## src/rtl/bias_bank.sv

```systemverilog
// -----------------------------------------------------------------------------
// bias_bank
//
// Runtime-loadable bias store for the MLP datapath. Biases are written by a
// burst loader (base address + beat count, auto-incrementing pointer that
// wraps at the top of the array) and read back through a layer/neuron
// addressed port. Reads use a request/grant handshake and have a fixed
// one-cycle latency. The result is sign-extended to accumulator width so it
// can feed the MAC accumulator directly.
//
// The array starts as all zeros and biases are written through the load port.
//
// Ports:
//   clk          clock
//   reset        synchronous, active-high reset (array contents survive it)
//   i_ld_start   begin a load burst (only honoured while the loader is idle)
//   i_ld_base    first flat address of the burst
//   i_ld_count   number of beats, 0..DEPTH
//   i_ld_valid   load beat valid
//   i_ld_data    signed load data
//   o_ld_ready   loader accepts a beat this cycle
//   o_ld_busy    loader is not idle
//   o_ld_done    one-cycle pulse at the end of a burst
//   i_rd_req     read request
//   i_rd_layer   layer index
//   i_rd_neuron  neuron index
//   o_rd_gnt     read accepted this cycle (combinational)
//   o_rd_valid   o_rd_bias / o_rd_err valid
//   o_rd_bias    sign-extended bias (0 on an out-of-range request)
//   o_rd_err     out-of-range index on the returned read
//
// Parameter constraints: ACC_W >= BIAS_W; MAX_NEURONS a power of 2;
// 2^LAYER_AW > MAX_LAYERS; 2^NEURON_AW > MAX_NEURONS;
// MAX_LAYERS*MAX_NEURONS == 2^DEPTH_AW.
// -----------------------------------------------------------------------------
module bias_bank #(
    parameter int BIAS_W      = 8,
    parameter int ACC_W       = 16,
    parameter int MAX_LAYERS  = 4,
    parameter int MAX_NEURONS = 16,
    parameter int LAYER_AW    = 3,
    parameter int NEURON_AW   = 5,
    parameter int DEPTH_AW    = 6,
    parameter     INIT_FILE   = "bias_init.hex"
) (
    input  logic                  clk,
    input  logic                  reset,

    input  logic                  i_ld_start,
    input  logic [DEPTH_AW-1:0]   i_ld_base,
    input  logic [DEPTH_AW:0]     i_ld_count,
    input  logic                  i_ld_valid,
    input  logic [BIAS_W-1:0]     i_ld_data,
    output logic                  o_ld_ready,
    output logic                  o_ld_busy,
    output logic                  o_ld_done,

    input  logic                  i_rd_req,
    input  logic [LAYER_AW-1:0]   i_rd_layer,
    input  logic [NEURON_AW-1:0]  i_rd_neuron,
    output logic                  o_rd_gnt,
    output logic                  o_rd_valid,
    output logic [ACC_W-1:0]      o_rd_bias,
    output logic                  o_rd_err
);

    localparam int DEPTH       = 1 << DEPTH_AW;
    localparam int NIDX_W      = $clog2(MAX_NEURONS);
    localparam int LSEL_W      = DEPTH_AW - NIDX_W;

    localparam logic [1:0] S_IDLE = 2'd0;
    localparam logic [1:0] S_LOAD = 2'd1;
    localparam logic [1:0] S_DONE = 2'd2;

    logic [1:0]            r_state;
    logic [DEPTH_AW-1:0]   r_ptr;
    logic [DEPTH_AW:0]     r_rem;

    logic [BIAS_W-1:0]     r_mem [DEPTH];

    logic                  r_rd_valid;
    logic [ACC_W-1:0]      r_rd_bias;
    logic                  r_rd_err;

    logic                  w_beat;
    logic                  w_last_beat;
    logic                  w_layer_oob;
    logic                  w_neuron_oob;
    logic [DEPTH_AW-1:0]   w_addr;

    logic [7:0]            w_unused_init;

    // Array contents are deliberately outside the reset domain, so their
    // power-up value is set here to all zeros.
    assign w_unused_init = INIT_FILE[7:0];

    initial begin
        for (int i = 0; i < DEPTH; i++) begin
            r_mem[i] = '0;
        end
    end

    // Loader status is decoded straight from the state register, which makes
    // all three flags zero while reset holds the FSM in IDLE.
    assign o_ld_ready  = (r_state == S_LOAD);
    assign o_ld_busy   = (r_state != S_IDLE);
    assign o_ld_done   = (r_state == S_DONE);

    assign w_beat      = o_ld_ready & i_ld_valid;
    assign w_last_beat = w_beat & (r_rem == (DEPTH_AW+1)'(1));

    // Loader FSM. A zero-length burst goes straight to DONE so the requester
    // still sees its completion pulse. The pointer wraps naturally because
    // DEPTH is exactly 2^DEPTH_AW. ld_start is only looked at in IDLE.
    always_ff @(posedge clk) begin
        if (reset) begin
            r_state <= S_IDLE;
            r_ptr   <= '0;
            r_rem   <= '0;
        end else begin
            case (r_state)
                S_IDLE: begin
                    if (i_ld_start) begin
                        r_ptr   <= i_ld_base;
                        r_rem   <= i_ld_count;
                        r_state <= (i_ld_count != '0) ? S_LOAD : S_DONE;
                    end
                end
                S_LOAD: begin
                    if (w_beat) begin
                        r_ptr <= r_ptr + 1'b1;
                        r_rem <= r_rem - 1'b1;
                        if (w_last_beat) begin
                            r_state <= S_DONE;
                        end
                    end
                end
                S_DONE: begin
                    r_state <= S_IDLE;
                end
                default: begin
                    r_state <= S_IDLE;
                end
            endcase
        end
    end

    // Array write port. A plain always block is used because the array also
    // receives its power-up image from an initial block. Reset suppresses a
    // beat presented in the same cycle, but never clears stored data.
    always @(posedge clk) begin
        if (!reset && w_beat) begin
            r_mem[r_ptr] <= i_ld_data;
        end
    end

    // Read addressing: the flat address is the concatenation of the low layer
    // bits and the low neuron bits. The range checks use the full index
    // widths, so the dropped high bits still flag an out-of-range request.
    assign w_layer_oob  = (32'(i_rd_layer)  >= MAX_LAYERS);
    assign w_neuron_oob = (32'(i_rd_neuron) >= MAX_NEURONS);
    assign w_addr       = {i_rd_layer[LSEL_W-1:0], i_rd_neuron[NIDX_W-1:0]};

    // Reads are refused for the whole burst (including DONE), which removes
    // any read-during-write hazard on the array.
    assign o_rd_gnt = i_rd_req & ~o_ld_busy;

    // Registered read result: exactly one cycle after a grant. Without a
    // grant only the valid flag drops; bias and error hold their last values.
    always_ff @(posedge clk) begin
        if (reset) begin
            r_rd_valid <= 1'b0;
            r_rd_bias  <= '0;
            r_rd_err   <= 1'b0;
        end else if (o_rd_gnt) begin
            r_rd_valid <= 1'b1;
            if (w_layer_oob || w_neuron_oob) begin
                r_rd_bias <= '0;
                r_rd_err  <= 1'b1;
            end else begin
                r_rd_bias <= ACC_W'($signed(r_mem[w_addr]));
                r_rd_err  <= 1'b0;
            end
        end else begin
            r_rd_valid <= 1'b0;
        end
    end

    assign o_rd_valid = r_rd_valid;
    assign o_rd_bias  = r_rd_bias;
    assign o_rd_err   = r_rd_err;

endmodule

```

## config.mk

```make
export PLATFORM = sky130hd
export DESIGN_NAME = bias_bank
export DESIGN_NICKNAME = d
export VERILOG_FILES = /design/src/rtl/bias_bank.sv
export SDC_FILE = /design/constraint.sdc
export NUM_CORES = 1
export LEC_CHECK = 0
export BUFFER_PORTS_ARGS = -buffer_cell sky130_fd_sc_hd__buf_2
export CORE_UTILIZATION = 47
export CTS_CLUSTER_DIAMETER = 100
export DETAILED_ROUTE_END_ITERATION = 8
export PLACE_DENSITY = 0.65
export SYNTH_ARGS = -nofsm -noshare
export SYNTH_HDL_FRONTEND = slang
export SYNTH_SLANG_ARGS = --single-unit
```

## constraint.sdc

```tcl
create_clock -name clk -period 2 [get_ports clk]
set_input_delay 0 -clock clk [delete_from_list [all_inputs] [get_ports clk]]
set_output_delay 0 -clock clk [all_outputs]
set_load 0.005 [all_outputs]
```

==> results_dict.tcl <==
set metrics [dict create \
    crit_family "simple AND/OR/NAND/NOR gates" \
    ys.flop_type "edfxtp_1" \
    drt-initial-drc-count 1106 \
    cts_root_buf "clkbuf_16" \
    pin_count 56 \
    p_total_w 0.0243 \
    drv_slew 0 \
    clkTransAtPathRegs_ns 0.06 \
    vias 11600 \
    path_buf_inv 2 \
    syn_inst 1144 \
    rsz0062_at_grt "true" \
    yosysTopAreaCell "edfxtp_1" \
    cts.sinks 537 \
    crit_type "reg2reg" \
    fp.dieW_um 215 \
    grt-ovfl-total 0 \
    min-delay-start "i_ld_data[3]" \
    drive_gt1_frac 0.340 \
    worst_setup_path_start_kind "flip-flop" \
    firstDrtPassIters 5 \
    io_buffers 55 \
    cp_cell_sequence "or3b_4 -> nor4_4 -> buf_6 -> nand2b_4 -> nor4_2 -> buf_4 -> a221o_1" \
    grt_pass1_wl_um 74200 \
    max_stage_delay_ns 0.41 \
    antenna_found_initial 0 \
    slew-limit-headroom 0.421 \
    cp_data_arrival_time_ns 2.55 \
    hold_violations 0 \
    hold_class "in2reg" \
    ys_top_cells_by_area "edfxtp_1 (72%), mux4_2 (9.3%), mux2i_1 (5.2%)" \
    worstMarginPinSlew_ns 0.866 \
    antenna_cells 0 \
    die-height_um 215 \
    synthesis.area_mm2 0.0212 \
    p_leak_nw 9.01 \
    cts_tree "yes" \
    clk_latency_ns 0.60 \
    cap_violations 0 \
    clockBufferDepth 3 \
    violations "negative setup slack" \
    synth_edf_count 512 \
    final_cell_area_mm2 0.0263 \
    fin_skew_ns 0.0150 \
    setup_viol 1 \
    totalWireLength_um 49500 \
    fin_crit_ns 2.00 \
    track_usage 0.218 \
    power_density_mw_per_mm2 923 \
    slowest_stage "or3b_4" \
    dp_hpwl_um 32000 \
    reg2reg_from "r_state[0]" \
    post_drt_wl_per_cell_um 24.2 \
    syn-num-nets 1181 \
    synthDistinctLibCells 43 \
    required_ns 2.54 \
    initial_core_util 0.478 \
    worstSetupStartpoint "r_state[0]" \
    grt_pass1_vias 11900 \
    ys_ff_latch 537 \
    cts_buffers 54 \
    setup_ws_ns -0.00444 \
    die_area_mm2 0.0461 \
    viasPerCell 5.64 \
    synth_top_cell_area_share 0.724 \
    cp-end-kind "flip-flop" \
    finalCritPeriodShare 1.00 \
    grt_start_max_net_pins 65 \
    avgSynthCellArea_um2 18.6 \
    placed_cell_area_mm2 0.0237 \
    layout.cells.non_filler 2049 \
    cp_max_fo 8 \
    synthArstFlopShare 0 \
    max_freq_mhz 499 \
    coreArea_mm2 0.0444 \
    status "finished with violations" \
    nets 1449 \
    postRouteAntennaNets 0 \
    drc_errors 0 \
    dp.cells 1922 \
    synth_seq_area_share 0.747 \
    htree_levels 2 \
    syn_to_final_growth_pct 23.8 \
    num_rows 77 \
    tns_ns -0.00444 \
    yosysWarnings 0 \
    peakVddDrop_v 0.000711 \
    dp_slack_ns -0.332 \
    place.gp.congestion 0.810 \
]
==> area by class of cell <==
type                            instances  area [um2]
Fill cell                            3229       18100
Sequential cell                       537       15900
Timing Repair Buffer                  283        2560
Tap cell                              592         741
Multi-Input combinational cell        530        5280
Clock buffer                           74        1490
Inverter                                6        23.8
Clock inverter                         27         340
==> flip-flops by register name, indices dropped and copies added (netlist names) <==
signal and cells:
r_mem 512, o_rd_bias 8, r_rem 7, r_ptr 6, r_state 2, o_rd_err 1
o_rd_valid 1
==> final timing paths <==
path                  end  cells past startpoint  slack (ns)
max          o_rd_bias[5]                      7      -0.004
max reg2reg  o_rd_bias[5]                      7      -0.004
min          r_mem[55][3]                      2        0.06
min reg2reg      r_rem[0]                      2        0.51
==> per-stage QoR <==
step	util	hold slack [ns]
after detailed placement	0.534	0.252
after global placement	0.534	0.251
after floorplan	-	0.0989
after global routing	0.592	0.0732
after CTS	0.585	0.00136
final	0.592	0.0558
==> timing repair <==
item                                    4_1_cts  5_1_grt
pin swaps                                     2        6
resized for setup                            35       92
hold endpoints to repair                    183        0
endpoints found under the setup margin      144      397
setup buffers                                 0        1
cloned                                        0        0
hold buffers                                 29        0
==> worst register-to-register path, stage by stage (launching register included) <==
cell and delay (ns):
dfxtp_2 0.34, or3b_4 0.41, nor4_4 0.28, buf_6 0.16, nand2b_4 0.14, nor4_2 0.34, buf_4 0.17, a221o_1 0.12
==> metal layers <==
metal / wire length [um] / vias to the layer above / track usage
met5: 0 / - / 0
met4: 1310 / 0 / 0.0676
met3: 3310 / 81 / 0.0455
met2: 24000 / 388 / 0.346
met1: 20900 / 5934 / 0.303
li1: - / 5158 / -
==> cells in the final DEF (no fill, tap or decap), drive strengths merged, types with 3 or more instances in the layout <==
| cell | n |
|---|---|
| nor4 | 11 |
| clkbuf | 75 |
| nor2b | 17 |
| a21oi | 37 |
| inv | 5 |
| a2111oi | 5 |
| buf | 253 |
| nand3 | 6 |
| o21ai | 9 |
| nand2b | 8 |
| dfxtp | 25 |
| clkinvlp | 4 |
| a211oi | 12 |
| edfxtp | 512 |
| a22oi | 48 |
| mux2 | 6 |
| clkinv | 17 |
| ha | 3 |
| a221o | 8 |
| mux4 | 88 |
| mux2i | 110 |
| nor2 | 84 |
| nor3 | 12 |
| o22ai | 5 |
| dlygate4sd3 | 29 |
| nand2 | 37 |
| bufinv | 7 |
| nand3b | 5 |
==> cells by family after synthesis <==
kind of cell / synth area share
buf+inv: 0.0190
compound gates: 0.0426
flops: 0.747
mux: 0.148
simple gates: 0.0411
fa+ha+maj: 0.00177
==> cells in the mapped netlist, drive strengths merged, types with 2 or more instances <==
| cell type | n |
|---|---|
| a31oi | 2 |
| nor3 | 12 |
| mux2 | 6 |
| nor2 | 84 |
| a221o | 8 |
| buf | 49 |
| o22ai | 5 |
| nand3b | 5 |
| o21ai | 9 |
| or2 | 2 |
| dfxtp | 25 |
| nand4 | 2 |
| nor2b | 17 |
| a2111oi | 5 |
| nand2b | 8 |
| a21oi | 37 |
| nor4 | 11 |
| nand3 | 6 |
| nand2 | 37 |
| clkbuf | 22 |
| ha | 3 |
| and2 | 2 |
| mux4 | 88 |
| edfxtp | 512 |
| a211oi | 12 |
| mux2i | 110 |
| a22oi | 48 |
| inv | 5 |
==> power breakdown <==
| part | leakage, nW | internal (W) | total [W] | switching [W] |
|---|---|---|---|---|
| clock network | 0.881 | 0.00612 | 0.0103 | 0.00415 |
| registers | 4.81 | 0.0124 | 0.0124 | 0.0000699 |
| logic | 3.33 | 0.000692 | 0.00159 | 0.000897 |
| total | 9.01 | 0.0192 | 0.0243 | 0.00512 |
Power figures use the tool's default switching activity.
